File: src/rtl/mem_arb_pkg.sv
// Shared types and constants for the two-requester memory arbiter.
package mem_arb_pkg;

    localparam int ADDR_W = 8;
    localparam int DATA_W = 8;

    // Requester ids: the CPU gets 0, the program loader gets 1.
    localparam logic REQ_CPU = 1'b0;
    localparam logic REQ_LDR = 1'b1;

    typedef enum logic [1:0] {
        IDLE,
        ACCESS,
        RESP
    } state_e;

endpackage

File: src/rtl/rr_picker.sv
// Combinational two-way round-robin pick: a tie goes to whoever did not win last.
module rr_picker
    import mem_arb_pkg::*;
(
    input  logic req0,
    input  logic req1,
    input  logic last_grant,
    output logic valid,
    output logic winner
);

    // A single request wins outright; a tie flips away from last_grant.
    always_comb begin
        valid  = req0 | req1;
        winner = REQ_CPU;
        if (req0 && req1) begin
            winner = ~last_grant;
        end else if (req1) begin
            winner = REQ_LDR;
        end
    end

endmodule

File: src/rtl/mem_arbiter.sv
// Arbitrates a CPU and a program loader onto one synchronous-read memory port.
// Each access takes two cycles: ACCESS issues the command, RESP returns data.
module mem_arbiter
    import mem_arb_pkg::*;
(
    input  logic              clk,
    input  logic              reset,
    input  logic              req0,
    input  logic              req1,
    input  logic              we0,
    input  logic              we1,
    input  logic [ADDR_W-1:0] addr0,
    input  logic [ADDR_W-1:0] addr1,
    input  logic [DATA_W-1:0] wdata0,
    input  logic [DATA_W-1:0] wdata1,
    input  logic              lock0,
    input  logic              lock1,
    output logic              gnt0,
    output logic              gnt1,
    output logic              done0,
    output logic              done1,
    output logic [DATA_W-1:0] rdata,
    output logic              mem_en,
    output logic              mem_we,
    output logic [ADDR_W-1:0] mem_addr,
    output logic [DATA_W-1:0] mem_wdata,
    input  logic [DATA_W-1:0] mem_rdata
);

    state_e            state_q, state_d;
    logic              last_q, last_d;
    logic              win_q, win_d;
    logic              we_q, we_d;
    logic [ADDR_W-1:0] addr_q, addr_d;
    logic [DATA_W-1:0] wdata_q, wdata_d;

    logic pick_valid, pick_winner;
    logic keep, ld, ld_id;

    rr_picker u_rr (
        .req0       (req0),
        .req1       (req1),
        .last_grant (last_q),
        .valid      (pick_valid),
        .winner     (pick_winner)
    );

    // The current winner keeps the port when it holds both lock and req.
    assign keep = (win_q == REQ_LDR) ? (lock1 & req1) : (lock0 & req0);

    // State register; last_grant resets to the loader so the CPU takes the first tie.
    always_ff @(posedge clk or negedge reset) begin
        if (!reset) begin
            state_q <= IDLE;
            last_q  <= REQ_LDR;
            win_q   <= REQ_CPU;
            we_q    <= 1'b0;
            addr_q  <= '0;
            wdata_q <= '0;
        end else begin
            state_q <= state_d;
            last_q  <= last_d;
            win_q   <= win_d;
            we_q    <= we_d;
            addr_q  <= addr_d;
            wdata_q <= wdata_d;
        end
    end

    // Next state: pick a requester (locked winner first) and latch its command.
    always_comb begin
        state_d = state_q;
        last_d  = last_q;
        win_d   = win_q;
        we_d    = we_q;
        addr_d  = addr_q;
        wdata_d = wdata_q;
        ld      = 1'b0;
        ld_id   = pick_winner;
        case (state_q)
            IDLE: begin
                ld = pick_valid;
            end
            ACCESS: begin
                state_d = RESP;
            end
            RESP: begin
                if (keep) begin
                    ld    = 1'b1;
                    ld_id = win_q;
                end else if (pick_valid) begin
                    ld = 1'b1;
                end else begin
                    state_d = IDLE;
                end
            end
            default: state_d = IDLE;
        endcase
        if (ld) begin
            state_d = ACCESS;
            win_d   = ld_id;
            last_d  = ld_id;
            we_d    = (ld_id == REQ_LDR) ? we1    : we0;
            addr_d  = (ld_id == REQ_LDR) ? addr1  : addr0;
            wdata_d = (ld_id == REQ_LDR) ? wdata1 : wdata0;
        end
    end

    // Outputs decode from state only, so reset clears them (and aborts a write) at once.
    always_comb begin
        gnt0      = 1'b0;
        gnt1      = 1'b0;
        done0     = 1'b0;
        done1     = 1'b0;
        rdata     = '0;
        mem_en    = 1'b0;
        mem_we    = 1'b0;
        mem_addr  = '0;
        mem_wdata = '0;
        case (state_q)
            ACCESS: begin
                mem_en    = 1'b1;
                mem_we    = we_q;
                mem_addr  = addr_q;
                mem_wdata = wdata_q;
                gnt0      = (win_q == REQ_CPU);
                gnt1      = (win_q == REQ_LDR);
            end
            RESP: begin
                done0 = (win_q == REQ_CPU);
                done1 = (win_q == REQ_LDR);
                rdata = mem_rdata;
            end
            default: ;
        endcase
    end

endmodule

File: config.mk
export PLATFORM = sky130hd
export DESIGN_NAME = mem_arbiter
export DESIGN_NICKNAME = d
export VERILOG_FILES = /design/src/rtl/mem_arb_pkg.sv /design/src/rtl/rr_picker.sv /design/src/rtl/mem_arbiter.sv
export SDC_FILE = /design/constraint.sdc
export NUM_CORES = 1
export LEC_CHECK = 0
export ABC_AREA = 1
export CAP_MARGIN = 20
export CORE_UTILIZATION = 38
export DETAILED_ROUTE_END_ITERATION = 10
export DONT_BUFFER_PORTS = 1
export GPL_TIMING_DRIVEN = 0
export PLACE_DENSITY = 0.49
export SLEW_MARGIN = 10
export SYNTH_ARGS = -nofsm -noshare
export SYNTH_HDL_FRONTEND = slang
export SYNTH_HIERARCHICAL = 1
export SYNTH_SLANG_ARGS = --single-unit
File: constraint.sdc
create_clock -name clk -period 1.5 [get_ports clk]
set_input_delay 0.3 -clock clk [delete_from_list [all_inputs] [get_ports clk]]
set_output_delay 0.3 -clock clk [all_outputs]
set_load 0.01 [all_outputs]
# After elaboration in Yosys (flattened, before gate mapping)

Cells that the tools add are included.
Widths: inputs -> output; s select.

Bits in registers: 21
Latch bits: 0
Memory bits (writable): 0
ROM bits: 0
Bits of input ports: 48
Output and inout bits: 30
Word-level logic and storage cells: 43
Memories kept: 0

Add/subtract/negate cells: 0
Multipliers: 0
Divide/modulo/power cells: 0
$lt $le $gt $ge: 0
Equality and inequality tests: 5
Shifts and indexed selects: 0
Multiplexer cells: 24
Bitwise operators: 5
Reduce and logical (&&, ||, !) cells: 3

Operator list:

| cell               | count |
|---|---|
| $mux 8             | 5 |
| $mux 1             | 14 |
| $mux 2             | 3 |
| $ne 3x3->1 const B | 2 |
| $pmux 2 s3         | 1 |
| $reduce_and 3->1   | 1 |
| $and 1x1->1        | 2 |
| $eq 2x1->1 const B | 1 |
| $eq 2x2->1 const B | 1 |
| $logic_not 2->1    | 1 |
| $ne 2x2->1 const B | 1 |
| $not 1->1          | 2 |
| $pmux 1 s2         | 1 |
| $logic_and 1x1->1  | 1 |
| $or 1x1->1         | 1 |

# Logic depth before layout (Yosys ltp)

Depth in word-level cells: 6
Depth in mapped cells: 9

# Cells and area by module

Netlist, hierarchy kept.

Modules (own cells, without submodules):

| module      | times used | cells an instance | area each (um2) | seq. area each (um2) |
|---|---|---|---|---|
| mem_arbiter | 1          | 227               | 1,555.2         | 526.8 |
| rr_picker   | 1          | 3                 | 15.0            | 0.0 |

# Worst setup path before layout

No wires, ideal clock.

Path type: register to output
Start: reg state_q[0]
End: out mem_addr[0]
Arrival time: 1.206 ns
Required time: 1.200 ns
Setup slack: -0.006 ns
Cell stages (with the launch flop): 6
Path buffers: 1
Cell sequence: dfrtp_1 > inv_1 > nor2_1 > inv_2 > buf_2 > nor2_1

Longest elaborated chain between the ends: 2

RTL lines:

| what                   | RTL line           | RTL |
|---|---|---|
| from (decl)            | mem_arbiter.sv:30  | `state_e state_q, state_d;` |
| from (signal assigned) | mem_arbiter.sv:61  | `state_q <= state_d;` |
| $eq 2x1->1             | mem_arbiter.sv:120 | `case (state_q)` |
| $mux 8                 | mem_arbiter.sv:120 |  |
| to (decl)              | mem_arbiter.sv:25  | `output logic [ADDR_W-1:0] mem_addr,` |

Every way passes these cells.

# Final worst setup path

Start: reg state_q[0]
End: out rdata[4]

Longest elaborated chain between the ends: 2

RTL lines:

| what       | RTL line           | RTL |
|---|---|---|
| $eq 2x2->1 | mem_arbiter.sv:120 |  |
| $mux 8     | mem_arbiter.sv:120 |  |
| to (decl)  | mem_arbiter.sv:22  | `output logic [DATA_W-1:0] rdata,` |

Every way passes these cells.

==> results.ini <==
[worst_setup_path]
cp_max_fo = 5
cp-end-kind = output port
reg2reg_to = win_q
r2r_slack_ns = -0.07
rr_worst_depth = 8
cp-endpoint = rdata[4]
rr_startpoint = state_q[0]
crit_path_start = state_q[0]
crit_path_start_kind = flip-flop
worstPathArrival_ns = 1.33
cp.required_ns = 1.20
crit_type = reg -> out

[floorplan]
io_pins = 78
die_width_um = 66.28
placementRows = 23
core_area_um2 = 3971
die_h_um = 66.28
initial_utilization_pct = 39.54
die_area_um2 = 4393

[synthesis]
synth_area_leaders = dfrtp_1, inv_1, nand3_1
yosysUniqueCellTypes = 20
synth_top_cell_by_area = dfrtp_1
avgSynthCellArea_um2 = 6.827
synth_cells = 230
netlist_area_um2 = 1570
yosys_warnings = 6
synth.yosys.seq_area_share_pct = 33.55
ys_seq_elements = 21
syn_nets = 278
synth_top_area_share_pct = 31.87

[sta]
maxSlewViolCount = 0
setup_viol = 43
min_period_over_period_pct = 108.5
hold_viol_final = 0
max_freq_mhz = 614.4
skew_ns = 0.003374
rsz0062_at_grt = yes
slew_headroom_pct = 74.89
worst_slack_ns = -0.1276
holdWs_ns = 0.2460
tightest_slew_ns = 0.3754
min_period_ns = 1.628

[clock_tree]
cts_buffer_depth = 2
htree_levels = 1
cts_tree = built
cts_root_buf = clkbuf_8
clkLatencyLatePin_ns = 0.26
clock-sinks = 21
path_clk_slew_ns = 0.08
cts_buffers = 3

[power]
peakVddDrop_mv = 0.6460
cellPowerDensity_nw_per_um2 = 1731
p_total_mw = 3.842
leakage_nw = 1.175

[drt]
remaining_drc_errors = 0
wl_mm = 4.292
antenna_left = 0
viasPerCell = 4.845
dr.pass1.iters = 4
routedWlPerCell_um = 14.50
vias = 1434
drt_iter0_markers = 65

[layout]
finalInstanceArea_um2 = 2220
antenna_cells = 0
area_delta_synth_final_pct = 41.35
nFillCells = 406
finalNetCount = 295
layout_commonest_cell = inv_1
final_cell_mix = inv_1, nand2_1, nand3_1, nor2_4, nand3_2
layout-drive-gt1-share_pct = 36.99

[place]
port_buffers = 0
gp_congestion = 0.6382
placed_cell_area_um2 = 1635
dp.final_hpwl_mm = 2.606

[grt]
grt_max_degree = 22
first_global_vias = 1271
grt_util_all_layers_pct = 19.01
grt_overflow = 0
antenna_found_initial = 0
grt_pass1_wl_mm = 6.175

[flow_run]
cap_violations = 0

[outcome]
outcome = finished with violations
failed_checks = setup timing

[worst_hold_path]
hold_path.class = in -> reg

-- logic make-up after synthesis --
logic type | share of synthesized area, %
compound gates | 0.6368
flops | 33.55
buf+inv | 22.55
simple gates | 43.27
-- per-layer routing --
metal | vias to the layer above | share of wire, % | global-route usage [%] | wire (um)
li1 | 711 | - | - | -
met1 | 680 | 44 | 24.66 | 1873
met2 | 41 | 52 | 31.38 | 2220
met3 | 2 | 4.1 | 5.172 | 176
met4 | 0 | 0.51 | 3.989 | 22
met5 | - | 0 | 0 | 0
-- power by group --
part	internal, mW	switching, mW
clock network	0.189	0.181
registers	0.859	0.219
logic	0.957	1.44
-- metrics by stage --
| stage | cells | setup TNS (ns) | setup WS (ns) | utilization (%) |
|---|---|---|---|---|
| 2_1_floorplan | 230 | 0 | 0.07822 | - |
| 3_3_place_gp | 280 | -1.067 | -0.1391 | 41.18 |
| 3_5_place_dp | 280 | -1.253 | -0.1411 | 41.18 |
| 4_1_cts | 287 | -2.501 | -0.1069 | 48.17 |
| 5_1_grt | 296 | -5.978 | -0.1961 | 55.89 |
| 6_report | 296 | -2.665 | -0.1276 | 55.89 |
-- final cells by class --
cell class,count,area (um2),area share [%]
plain buffers,10,141.4,6.370
flip-flops and latches,21,528.0,23.79
multi-input cells,131,978.4,44.08
repair inverters,1,11.26,0.5073
well taps,50,62.56,2.818
inverters,67,269.0,12.12
clock buffers,4,45.04,2.029
repair buffers,12,183.9,8.286
-- worst min-delay path by stage --
stage,from,end,slack (ns),cells past startpoint
5_1_grt,wdata0[3],wdata_q[3],0.25,4
3_5_place_dp,reset,wdata_q[5],0.005,0
6_report,wdata0[3],wdata_q[3],0.25,4
2_1_floorplan,reset,addr_q[0],0.004,0
3_3_place_gp,reset,wdata_q[5],0.005,0
4_1_cts,addr0[2],addr_q[2],0.24,4
-- cells in the mapped netlist --
| cell type | instances |
|---|---|
| buf_4 | 4 |
| nand2_1 | 37 |
| nor2_1 | 31 |
| a21oi_1 | 1 |
| nand4_4 | 1 |
| and2_1 | 1 |
| nand2_4 | 2 |
| o21ai_1 | 1 |
| clkinv_1 | 1 |
| nand3_1 | 42 |
| or2_1 | 1 |
| nor2_8 | 1 |
| nand3_4 | 1 |
| inv_1 | 63 |
| nand3_2 | 12 |
| dfrtp_1 | 20 |
| inv_2 | 3 |
| buf_6 | 6 |
| dfstp_2 | 1 |
| buf_2 | 1 |
-- registers in the layout, summed over array words and instances, names as in the netlist --
name	cells
last_q	1
we_q	1
state_q	2
win_q	1
wdata_q	8
addr_q	8
-- worst max-delay path, stage by stage, from the launching register on --
cell     delay, ns
dfrtp_2       0.43
buf_12        0.13
nor2_8        0.21
buf_12        0.14
inv_8         0.04
nor2_4        0.10
-- repair_timing --
| item | 4_1_cts | 5_1_grt |
|---|---|---|
| pin swaps | 2 | 18 |
| hold buffers | 1 | 0 |
| hold endpoints to repair | 21 | 0 |
| endpoints found under the setup margin | 29 | 48 |
| setup buffers | 1 | 5 |
| cloned | 1 | 4 |
| gates resized for setup | 53 | 43 |
Power figures use the tool's default switching activity.
